### src/rtl/dmem_pkg.sv
// Shared definitions for the data-memory responder.
// Contents: func3 encodings, FSM state enum, latched-request struct and
// small func3 helper functions used by dmem_responder and load_ext.
package dmem_pkg;

  // RISC-V load/store func3 encodings (stores use the B/H/W codes)
  localparam logic [2:0] F3_B  = 3'b000;
  localparam logic [2:0] F3_H  = 3'b001;
  localparam logic [2:0] F3_W  = 3'b010;
  localparam logic [2:0] F3_BU = 3'b100;
  localparam logic [2:0] F3_HU = 3'b101;

  // Widest byte address the latched-request struct can carry.
  // DM_ADDRESS of the responder must be smaller than this.
  localparam int DM_ADDR_MAX = 16;

  typedef enum logic [1:0] {IDLE, WAIT, RESP} dmem_state_t;

  typedef struct packed {
    logic                   we;
    logic [DM_ADDR_MAX-1:0] addr;
    logic [31:0]            wdata;
    logic [2:0]             func3;
  } dmem_req_t;

  function automatic logic f3_supported(input logic [2:0] f3);
    return (f3 == F3_B) || (f3 == F3_H) || (f3 == F3_W) ||
           (f3 == F3_BU) || (f3 == F3_HU);
  endfunction

  // Halfwords need an even address, words a multiple of four
  function automatic logic f3_misaligned(input logic [2:0] f3, input logic [1:0] lo);
    case (f3)
      F3_H, F3_HU: return lo[0];
      F3_W:        return |lo;
      default:     return 1'b0;
    endcase
  endfunction

  // Clear the low address bits that would make the access misaligned
  function automatic logic [1:0] f3_align(input logic [2:0] f3, input logic [1:0] lo);
    case (f3)
      F3_H, F3_HU: return {lo[1], 1'b0};
      F3_W:        return 2'b00;
      default:     return lo;
    endcase
  endfunction

endpackage

### src/rtl/dmem_responder_load_ext.sv
// load_ext: combinational load-result formatter.
// Ports:
//   i_raw      32-bit little-endian word read from a word-aligned address
//   i_addr_lo  byte offset of the access inside that word
//   i_func3    load func3 (LB/LH/LW/LBU/LHU); anything else yields 0
//   o_rdata    sign- or zero-extended load result
module load_ext
  import dmem_pkg::*;
(
  input  logic [31:0] i_raw,
  input  logic [1:0]  i_addr_lo,
  input  logic [2:0]  i_func3,
  output logic [31:0] o_rdata
);

  logic [7:0]  w_byte;
  logic [15:0] w_half;

  always_comb begin
    w_byte  = i_raw[{i_addr_lo, 3'b000} +: 8];
    w_half  = i_addr_lo[1] ? i_raw[31:16] : i_raw[15:0];
    o_rdata = '0;
    case (i_func3)
      F3_B:    o_rdata = {{24{w_byte[7]}}, w_byte};
      F3_H:    o_rdata = {{16{w_half[15]}}, w_half};
      F3_W:    o_rdata = i_raw;
      F3_BU:   o_rdata = {24'd0, w_byte};
      F3_HU:   o_rdata = {16'd0, w_half};
      default: o_rdata = '0;
    endcase
  end

endmodule

### src/rtl/dmem_responder.sv
// dmem_responder: multi-cycle byte-addressed data memory with valid/ready
// request and response channels and programmable wait states.
// Ports:
//   i_clk, i_rst_n                 clock, asynchronous active-low reset
//   i_req_valid / o_req_ready      request handshake
//   i_req_we, i_req_addr,
//   i_req_wdata, i_req_func3       store flag, byte address, store data, size/sign
//   o_rsp_valid / i_rsp_ready      response handshake
//   o_rsp_rdata, o_rsp_err         load result (0 for stores), access fault
// Build option: define DMEM_MISALIGN_TRAP_EN to fault misaligned halfword/word
// accesses; otherwise they are force-aligned and proceed normally.
module dmem_responder
  import dmem_pkg::*;
#(
  parameter int DM_ADDRESS  = 9,
  parameter int DATA_W      = 32,
  parameter int WAIT_CYCLES = 2
) (
  input  logic                  i_clk,
  input  logic                  i_rst_n,
  input  logic                  i_req_valid,
  output logic                  o_req_ready,
  input  logic                  i_req_we,
  input  logic [DM_ADDRESS-1:0] i_req_addr,
  input  logic [DATA_W-1:0]     i_req_wdata,
  input  logic [2:0]            i_req_func3,
  output logic                  o_rsp_valid,
  input  logic                  i_rsp_ready,
  output logic [DATA_W-1:0]     o_rsp_rdata,
  output logic                  o_rsp_err
);

  localparam int         DEPTH     = 1 << DM_ADDRESS;
  localparam logic [3:0] WAIT_LOAD = (WAIT_CYCLES == 0) ? 4'd0 : 4'(WAIT_CYCLES - 1);

  dmem_state_t           r_state;
  dmem_state_t           w_next_state;
  logic [3:0]            r_count;
  logic                  r_req_ready;
  dmem_req_t             r_req;
  logic [DATA_W-1:0]     r_rdata;
  logic                  r_err;
  logic [7:0]            r_mem [DEPTH];

  logic                  w_accept;
  logic                  w_do_access;
  logic                  w_store;
  logic                  w_fault;
  logic                  w_acc_we;
  logic [DM_ADDRESS-1:0] w_acc_addr;
  logic [DATA_W-1:0]     w_acc_wdata;
  logic [2:0]            w_acc_func3;
  logic [1:0]            w_lo;
  logic [DM_ADDRESS-3:0] w_word;
  logic [DATA_W-1:0]     w_raw;
  logic [DATA_W-1:0]     w_load;
  logic [DATA_W-1:0]     w_wdata_sh;
  logic [3:0]            w_wmask;
  logic                  w_unused;

  assign w_accept = (r_state == IDLE) && r_req_ready && i_req_valid;

  always_comb begin
    w_next_state = r_state;
    case (r_state)
      IDLE:    if (w_accept) w_next_state = (WAIT_CYCLES == 0) ? RESP : WAIT;
      WAIT:    if (r_count == 4'd0) w_next_state = RESP;
      RESP:    if (i_rsp_ready) w_next_state = IDLE;
      default: w_next_state = IDLE;
    endcase
  end

  always_ff @(posedge i_clk or negedge i_rst_n) begin
    if (!i_rst_n) r_state <= IDLE;
    else          r_state <= w_next_state;
  end

  // The access happens on the edge that enters RESP. With zero wait states
  // that is the accept edge itself, so the request is taken straight from
  // the inputs instead of the (not yet loaded) latch.
  assign w_do_access = (r_state != RESP) && (w_next_state == RESP);
  assign w_acc_we    = (r_state == IDLE) ? i_req_we    : r_req.we;
  assign w_acc_addr  = (r_state == IDLE) ? i_req_addr  : r_req.addr[DM_ADDRESS-1:0];
  assign w_acc_wdata = (r_state == IDLE) ? i_req_wdata : r_req.wdata;
  assign w_acc_func3 = (r_state == IDLE) ? i_req_func3 : r_req.func3;
  assign w_unused    = &{1'b0, r_req.addr[DM_ADDR_MAX-1:DM_ADDRESS]};

`ifdef DMEM_MISALIGN_TRAP_EN
  assign w_fault = !f3_supported(w_acc_func3) || f3_misaligned(w_acc_func3, w_acc_addr[1:0]);
  assign w_lo    = w_acc_addr[1:0];
`else
  assign w_fault = !f3_supported(w_acc_func3);
  assign w_lo    = f3_align(w_acc_func3, w_acc_addr[1:0]);
`endif

  // Aligned accesses never cross a word, so one word-aligned read covers all
  assign w_word = w_acc_addr[DM_ADDRESS-1:2];
  assign w_raw  = {r_mem[{w_word, 2'd3}], r_mem[{w_word, 2'd2}],
                   r_mem[{w_word, 2'd1}], r_mem[{w_word, 2'd0}]};

  load_ext u_load_ext (
    .i_raw     (w_raw),
    .i_addr_lo (w_lo),
    .i_func3   (w_acc_func3),
    .o_rdata   (w_load)
  );

  always_comb begin
    w_wmask = 4'b0000;
    case (w_acc_func3[1:0])
      2'b00:   w_wmask = 4'b0001 << w_lo;
      2'b01:   w_wmask = 4'b0011 << w_lo;
      2'b10:   w_wmask = 4'b1111;
      default: w_wmask = 4'b0000;
    endcase
  end

  assign w_wdata_sh = w_acc_wdata << {w_lo, 3'b000};
  assign w_store    = w_do_access && w_acc_we && !w_fault;

  // Memory contents survive reset
  always_ff @(posedge i_clk) begin
    if (w_store) begin
      for (int k = 0; k < 4; k++) begin
        if (w_wmask[k]) r_mem[{w_word, 2'(k)}] <= w_wdata_sh[8*k +: 8];
      end
    end
  end

  // req_ready is registered so it stays low during reset and rises one
  // cycle after release or after a response handshake.
  always_ff @(posedge i_clk or negedge i_rst_n) begin
    if (!i_rst_n) begin
      r_req_ready <= 1'b0;
      r_count     <= 4'd0;
      r_req       <= '0;
      r_rdata     <= '0;
      r_err       <= 1'b0;
    end else begin
      r_req_ready <= (w_next_state == IDLE);
      if (w_accept) begin
        r_req   <= '{we: i_req_we, addr: DM_ADDR_MAX'(i_req_addr),
                     wdata: i_req_wdata, func3: i_req_func3};
        r_count <= WAIT_LOAD;
      end else if ((r_state == WAIT) && (r_count != 4'd0)) begin
        r_count <= r_count - 4'd1;
      end
      if (w_do_access) begin
        r_rdata <= (w_acc_we || w_fault) ? '0 : w_load;
        r_err   <= w_fault;
      end
    end
  end

  assign o_req_ready = r_req_ready;
  assign o_rsp_valid = (r_state == RESP);
  assign o_rsp_rdata = r_rdata;
  assign o_rsp_err   = r_err;

endmodule

### config.mk
export PLATFORM = sky130hd
export DESIGN_NAME = dmem_responder
export DESIGN_NICKNAME = d
export VERILOG_FILES = /design/src/rtl/dmem_pkg.sv /design/src/rtl/dmem_responder_load_ext.sv /design/src/rtl/dmem_responder.sv
export SDC_FILE = /design/constraint.sdc
export NUM_CORES = 2
export LEC_CHECK = 0
export BUFFER_PORTS_ARGS = -buffer_cell sky130_fd_sc_hd__buf_4
export CAP_MARGIN = 0
export CORE_MARGIN = 10
export CORE_UTILIZATION = 43
export DETAILED_ROUTE_END_ITERATION = 16
export GPL_ROUTABILITY_DRIVEN = 0
export RECOVER_POWER = 50
export SLEW_MARGIN = 10
export SYNTH_ARGS = -nofsm -noshare
export SYNTH_HDL_FRONTEND = slang
export SYNTH_SLANG_ARGS = --single-unit
### constraint.sdc
create_clock -name i_clk -period 10.15 [get_ports i_clk]
set_input_delay 2.03 -clock i_clk [delete_from_list [all_inputs] [get_ports i_clk]]
set_output_delay 2.03 -clock i_clk [all_outputs]
set_load 0.01 [all_outputs]
## Yosys cells after proc, flatten, opt, wreduce, memory -nomap -nowiden

Memory sizes are Yosys's and may differ from the RTL's.
Cells that the tools add are included.

- Register bits: 85
- Memory bits (writable): 4096
- Bits of input ports: 49
- Output and inout port bits: 35
- Word-level logic and storage cells: 72
- Memories: 1

- Add/sub/neg operators: 1
- Eq/ne operators: 10
- Shift operators: 4
- Mux-type cells: 27
- Reductions and logical operators: 20

Memories:

| name | depth | bits a word | read ports | clocked after Yosys merged registers in | wr ports | line | RTL |
|---|---|---|---|---|---|---|---|
| r_mem | 512 | 8 | 4 | 0 | 4 | dmem_responder.sv:43 | `logic [7:0] r_mem [DEPTH];` |

Operator list:

| cell | number |
|---|---|
| 32-bit one-hot mux with 5 select lines | 1 |
| 32-bit two-way mux | 2 |
| 32-bit by 6-bit indexed part select with 8-bit output | 1 |
| 32-bit by 5-bit left shift with 32-bit output | 1 |
| 16-bit two-way mux | 1 |
| 1-bit two-way mux | 13 |
| 4-bit one-hot mux with 3 select lines | 1 |
| 9-bit two-way mux | 1 |
| 4-bit two-way mux | 2 |
| 2-bit equality test, second input constant | 3 |
| 3-bit equality test, second input constant | 2 |
| 1-bit logical AND | 6 |
| 2-bit logical NOT | 3 |
| 2-bit two-way mux | 3 |
| 2-bit one-hot mux with 3 select lines | 1 |
| 1-bit logical OR | 5 |
| 2-bit by 1-bit equality test with 1-bit output, second input constant | 2 |
| 4-bit logical NOT | 1 |
| 2-bit one-hot mux with 2 select lines | 1 |
| 4-bit nonzero test | 1 |
| 1-bit by 2-bit left shift with 4-bit output, first input constant | 1 |
| 2-bit by 2-bit left shift with 4-bit output, first input constant | 1 |
| 4-bit by 1-bit subtractor with 4-bit output, second input constant | 1 |
| 3-bit by 1-bit equality test with 1-bit output, second input constant | 1 |
| other kinds (7) | 7 |

## Longest topological paths before layout

- Word-level depth: 11
- Gate-level depth with buffers: 17
- Mapped depth without buffers: 11

## By module

From an unflattened synthesis, not the netlist that was laid out.

- Cells, all modules: 10267
- Area, all modules: 160975.6 µm²

Modules (own cells, without submodules):

| module | times used | cells each | area each (µm²) | sequential area each (µm²) |
|---|---|---|---|---|
| dmem_responder | 1 | 10150 | 160091.0 | 125125.0 |
| load_ext | 1 | 117 | 884.6 | 0.0 |

## Worst setup path after synthesis

Ideal clock, no wire load.

- Path type: input port to flip-flop
- Start point: in i_req_func3[1]
- End point: mem r_mem[2][6], in the netlist r_mem[0][22], data pin
- Library setup time: 1.224 ns
- Data arrival time: 8.664 ns
- Required time: 8.926 ns
- Slack: 0.262 ns
- Stages: 6
- Path buffers: 2
- Cell sequence: mux2i_1 > nor2_1 > or3_1 > clkbuf_1 > clkbuf_1 > o31ai_1

RTL lines:

| item | line | RTL |
|---|---|---|
| start, declared | dmem_responder.sv:26 | `input logic [2:0] i_req_func3,` |
| end, declared | dmem_responder.sv:43 |  |

## Worst setup path in the final report

- Start point: reg r_state[0]
- End point: reg r_rdata[5], in the netlist o_rsp_rdata[5]

- Longest elaborated chain between the ends: 10
- Elaborated cells on any way between the ends: 33
- Classes of those cells: eq/ne: 8; shift: 1; mux: 11; reduce/logical: 12; memory: 1

RTL lines:

| item | line | RTL |
|---|---|---|
| start, declared | dmem_responder.sv:36 | `dmem_state_t r_state;` |
| start signal, assigned | dmem_responder.sv:75 | `else r_state <= w_next_state;` |
| parallel branches: the longest is 10 deep, another holds memory 512 x 8 bit | -- |  |
| end signal, assigned | dmem_responder.sv:149 | `r_rdata <= (w_acc_we \|\| w_fault) ? '0 : w_load;` |
| end, declared | dmem_responder.sv:41 | `logic [DATA_W-1:0] r_rdata;` |

Parallel ways; which one is timed is not known.
A chain may end at the register's enable or synchronous reset.

==> impl_metrics.ini <==
[global_routing]
gr-total-overflow = 0
grt_pass1_wl_microns = 742000
grt.total_usage = 0.258
grt_pass1_vias = 97946
antenna_found_initial = 28
grt_max_degree = 122

[clocking]
cts_resized = 0
cts_setup_buffers = 0
cts_buffers = 421
root_buffer = clkbuf_16
cts.sinks = 4181
hold_buffers = 0
insertion_delay_ns = 1.03
cts_tree = done
h-tree-depth = 5
path_clk_slew_ns = 0.07
clockBufferDepth = 4

[logic_synthesis]
synth_seq_area_share = 0.792
synth_edf_count = 4096
yosys_most_used_dff = edfxtp_1
synthArstFlopShare = 0.0203
ys_types = 86
syn_area_per_cell_sq_um = 16.0
ys.warnings.count = 0
synth_cells = 9871
syn_nets = 9921
ys_ff_latch = 4181
netlist_area_sq_um = 158000

[placement]
dp_hpwl_microns = 309000
dp_slack_ns = 2.30
place_area_sq_um = 167000
port_buffers = 83

[drt]
via_count = 101196
avgViaCountPerCell = 6.58
dr.pass1.iters = 9
drtIter0Drc = 16315
ant_nets = 0
drc = 0
wl_per_cell_microns = 34.3
postRouteWirelength_microns = 527000

[die]
die_area_sq_um = 392000
fp.dieW_microns = 626
rows = 222
pin_count = 84
placeableCoreArea_sq_um = 366000
initial_core_util = 0.432
chipHeight_microns = 626

[critical_path]
crit_slowest_cell = clkbuf_1
endpoint_kind = register
worstSetupPathType = register to register
reg2reg_slack_ns = 1.35
crit_path_start_kind = register
cp_max_fo = 38
arrival_ns = 9.73
reg2reg_from = r_state[0]
cp.required_ns = 11.07
r2r-end = o_rsp_rdata[5]
cp_slowest_stage_delay_ns = 2.36
crit_chain = clkbuf_1 > nor2_4 > buf_4 > nand3_1 > o31a_1 > clkbuf_1 > nor2_2 > o311ai_0 > buf_4 > o31ai_1 > nor4_1 > nand4_1 > mux2_2 > o221ai_1
worst-r2r-cell-count = 14

[sta]
maxSlewHeadroom = -1.55
whs_ns = 0.478
post-route-min-period_ns = 8.80
tns_ns = 0
final-max-slew-violation-count = 1785
skew_ns = 0.0984
worstMarginPinSlew_ns = 3.83
finalSetupViolations = 0
rsz0062_at_grt = no
final_hold_viol_count = 0
fmax_mhz = 114
fin_ws_ns = 1.35
finalCritPeriodShare = 0.867

[final_layout]
nets = 10249
final_util = 0.492
layout-drive-gt1-share = 0.125
syn2layout_area_growth_pct = 14.0
fin_area_sq_um = 180000

[hold_path]
min-delay-start = r_req[32]
hold_end = r_req[32]
hp-class = register to register
hold_path_depth = 2

[power]
max-vdd-ir-drop_mv = 0.348
p_leak_nw = 56.0
power_density_nw_per_um2 = 350

[job]
drv_cap = 42

[outcome]
violations = max-capacitance violations, max-slew violations
outcome = finished, violations left
==> layer usage <==
| metal | track usage | routed length, microns | up-vias |
|---|---|---|---|
| met3 | 0.0624 | 64900 | 1133 |
| met1 | 0.350 | 195000 | 51599 |
| li1 | - | - | 41203 |
| met4 | 0.125 | 30000 | 16 |
| met2 | 0.393 | 237000 | 7245 |
| met5 | 0 | 122 | - |
==> state kept, by name, summed over array words and instances (netlist names) <==
register	count
r_mem	4096
r_req	45
o_rsp_rdata	32
r_count	4
r_state	2
o_req_ready	1
o_rsp_err	1
==> critical path: cells and delay by family, from the launching register on <==
family                 cells  cell delay (ns)
AOI/OAI and AO/OA          4             1.57
DFF                        1             0.32
and+or+nand+nor            5             2.23
muxes                      1             0.61
buffers and inverters      4             3.91
==> stage by stage <==
step | power, mW | cells
floorplan | 37.0 | 9871
global route | 64.4 | 15363
detailed placement | 47.1 | 14591
global placement | 46.6 | 14588
finish | 63.0 | 15370
CTS | 62.4 | 15358
==> layout make-up <==
type | instances | area (sq um)
tap | 4816 | 6030
inverter | 10 | 37.5
multi-input combinational | 4867 | 29800
clock inverter | 255 | 2610
fill | 30104 | 186000
sequential | 4181 | 125000
clock buffer | 512 | 11100
timing repair buffer | 718 | 5210
antenna | 11 | 27.5
==> logic make-up after synthesis <==
logic type	Yosys count	share of synthesized area
AO/OA/AOI/OAI	2511	0.107
AND/OR/NAND/NOR	2265	0.0681
flip-flops	4181	0.792
adder cells (fa/ha/maj)	1	0.0000792
XOR/XNOR	3	0.000166
buffers and inverters	823	0.0243
multiplexers	87	0.00750
==> layout by cell type (no fill, tap or decap), types with 76 or more instances in the layout <==
cell / synthesis / final
a21oi_1: 149 / 145
o21ai_0: 158 / 155
clkbuf_16: 0 / 428
o41ai_1: 102 / 101
buf_4: 71 / 497
nor3_1: 992 / 922
a22oi_1: 198 / 198
nand3_1: 319 / 318
nand2_1: 591 / 573
clkbuf_1: 320 / 254
o221ai_1: 130 / 130
clkinv_2: 0 / 78
o22ai_1: 1341 / 1341
o31ai_1: 85 / 76
clkinv_1: 0 / 99
dfrtp_1: 85 / 85
edfxtp_1: 4096 / 4096
nor2_1: 168 / 165
==> how the worst max path moves through the flow <==
stage                         startpoint        endpoint  slack (ns)  cells after the start
after global routing          r_state[0]  r_mem[113][31]        1.52                      8
after detailed placement   i_req_addr[2]  o_rsp_rdata[9]        2.30                     13
after CTS                  i_req_addr[2]  o_rsp_rdata[9]        3.38                     13
final                         r_state[0]  o_rsp_rdata[5]        1.35                     14
after floorplan           i_req_func3[1]    r_mem[0][22]        0.26                      6
after global placement     i_req_addr[2]  o_rsp_rdata[6]        2.06                     13
==> cells in the mapped netlist (93+ instances only) <==
library cell,n,area share
buf_1,93,0.0022
a22oi_1,198,0.0094
nand3_1,319,0.010
nor3_1,992,0.031
nand2_1,591,0.014
o21ai_0,158,0.0050
clkbuf_1,320,0.0076
a21oi_1,149,0.0047
o221ai_1,130,0.0072
buf_2,319,0.010
edfxtp_1,4096,0.78
o22ai_1,1341,0.053
nor2_1,168,0.0040
o41ai_1,102,0.0057
==> report_power, final <==
group / switching [mW] / internal, mW / leakage [nW]
registers: 0.220 / 24.7 / 38.3
clock network: 6.61 / 8.98 / 6.70
logic: 18.1 / 4.39 / 11.0
total: 24.9 / 38.1 / 56.0
Note: power is estimated with default switching activity, not from simulation.
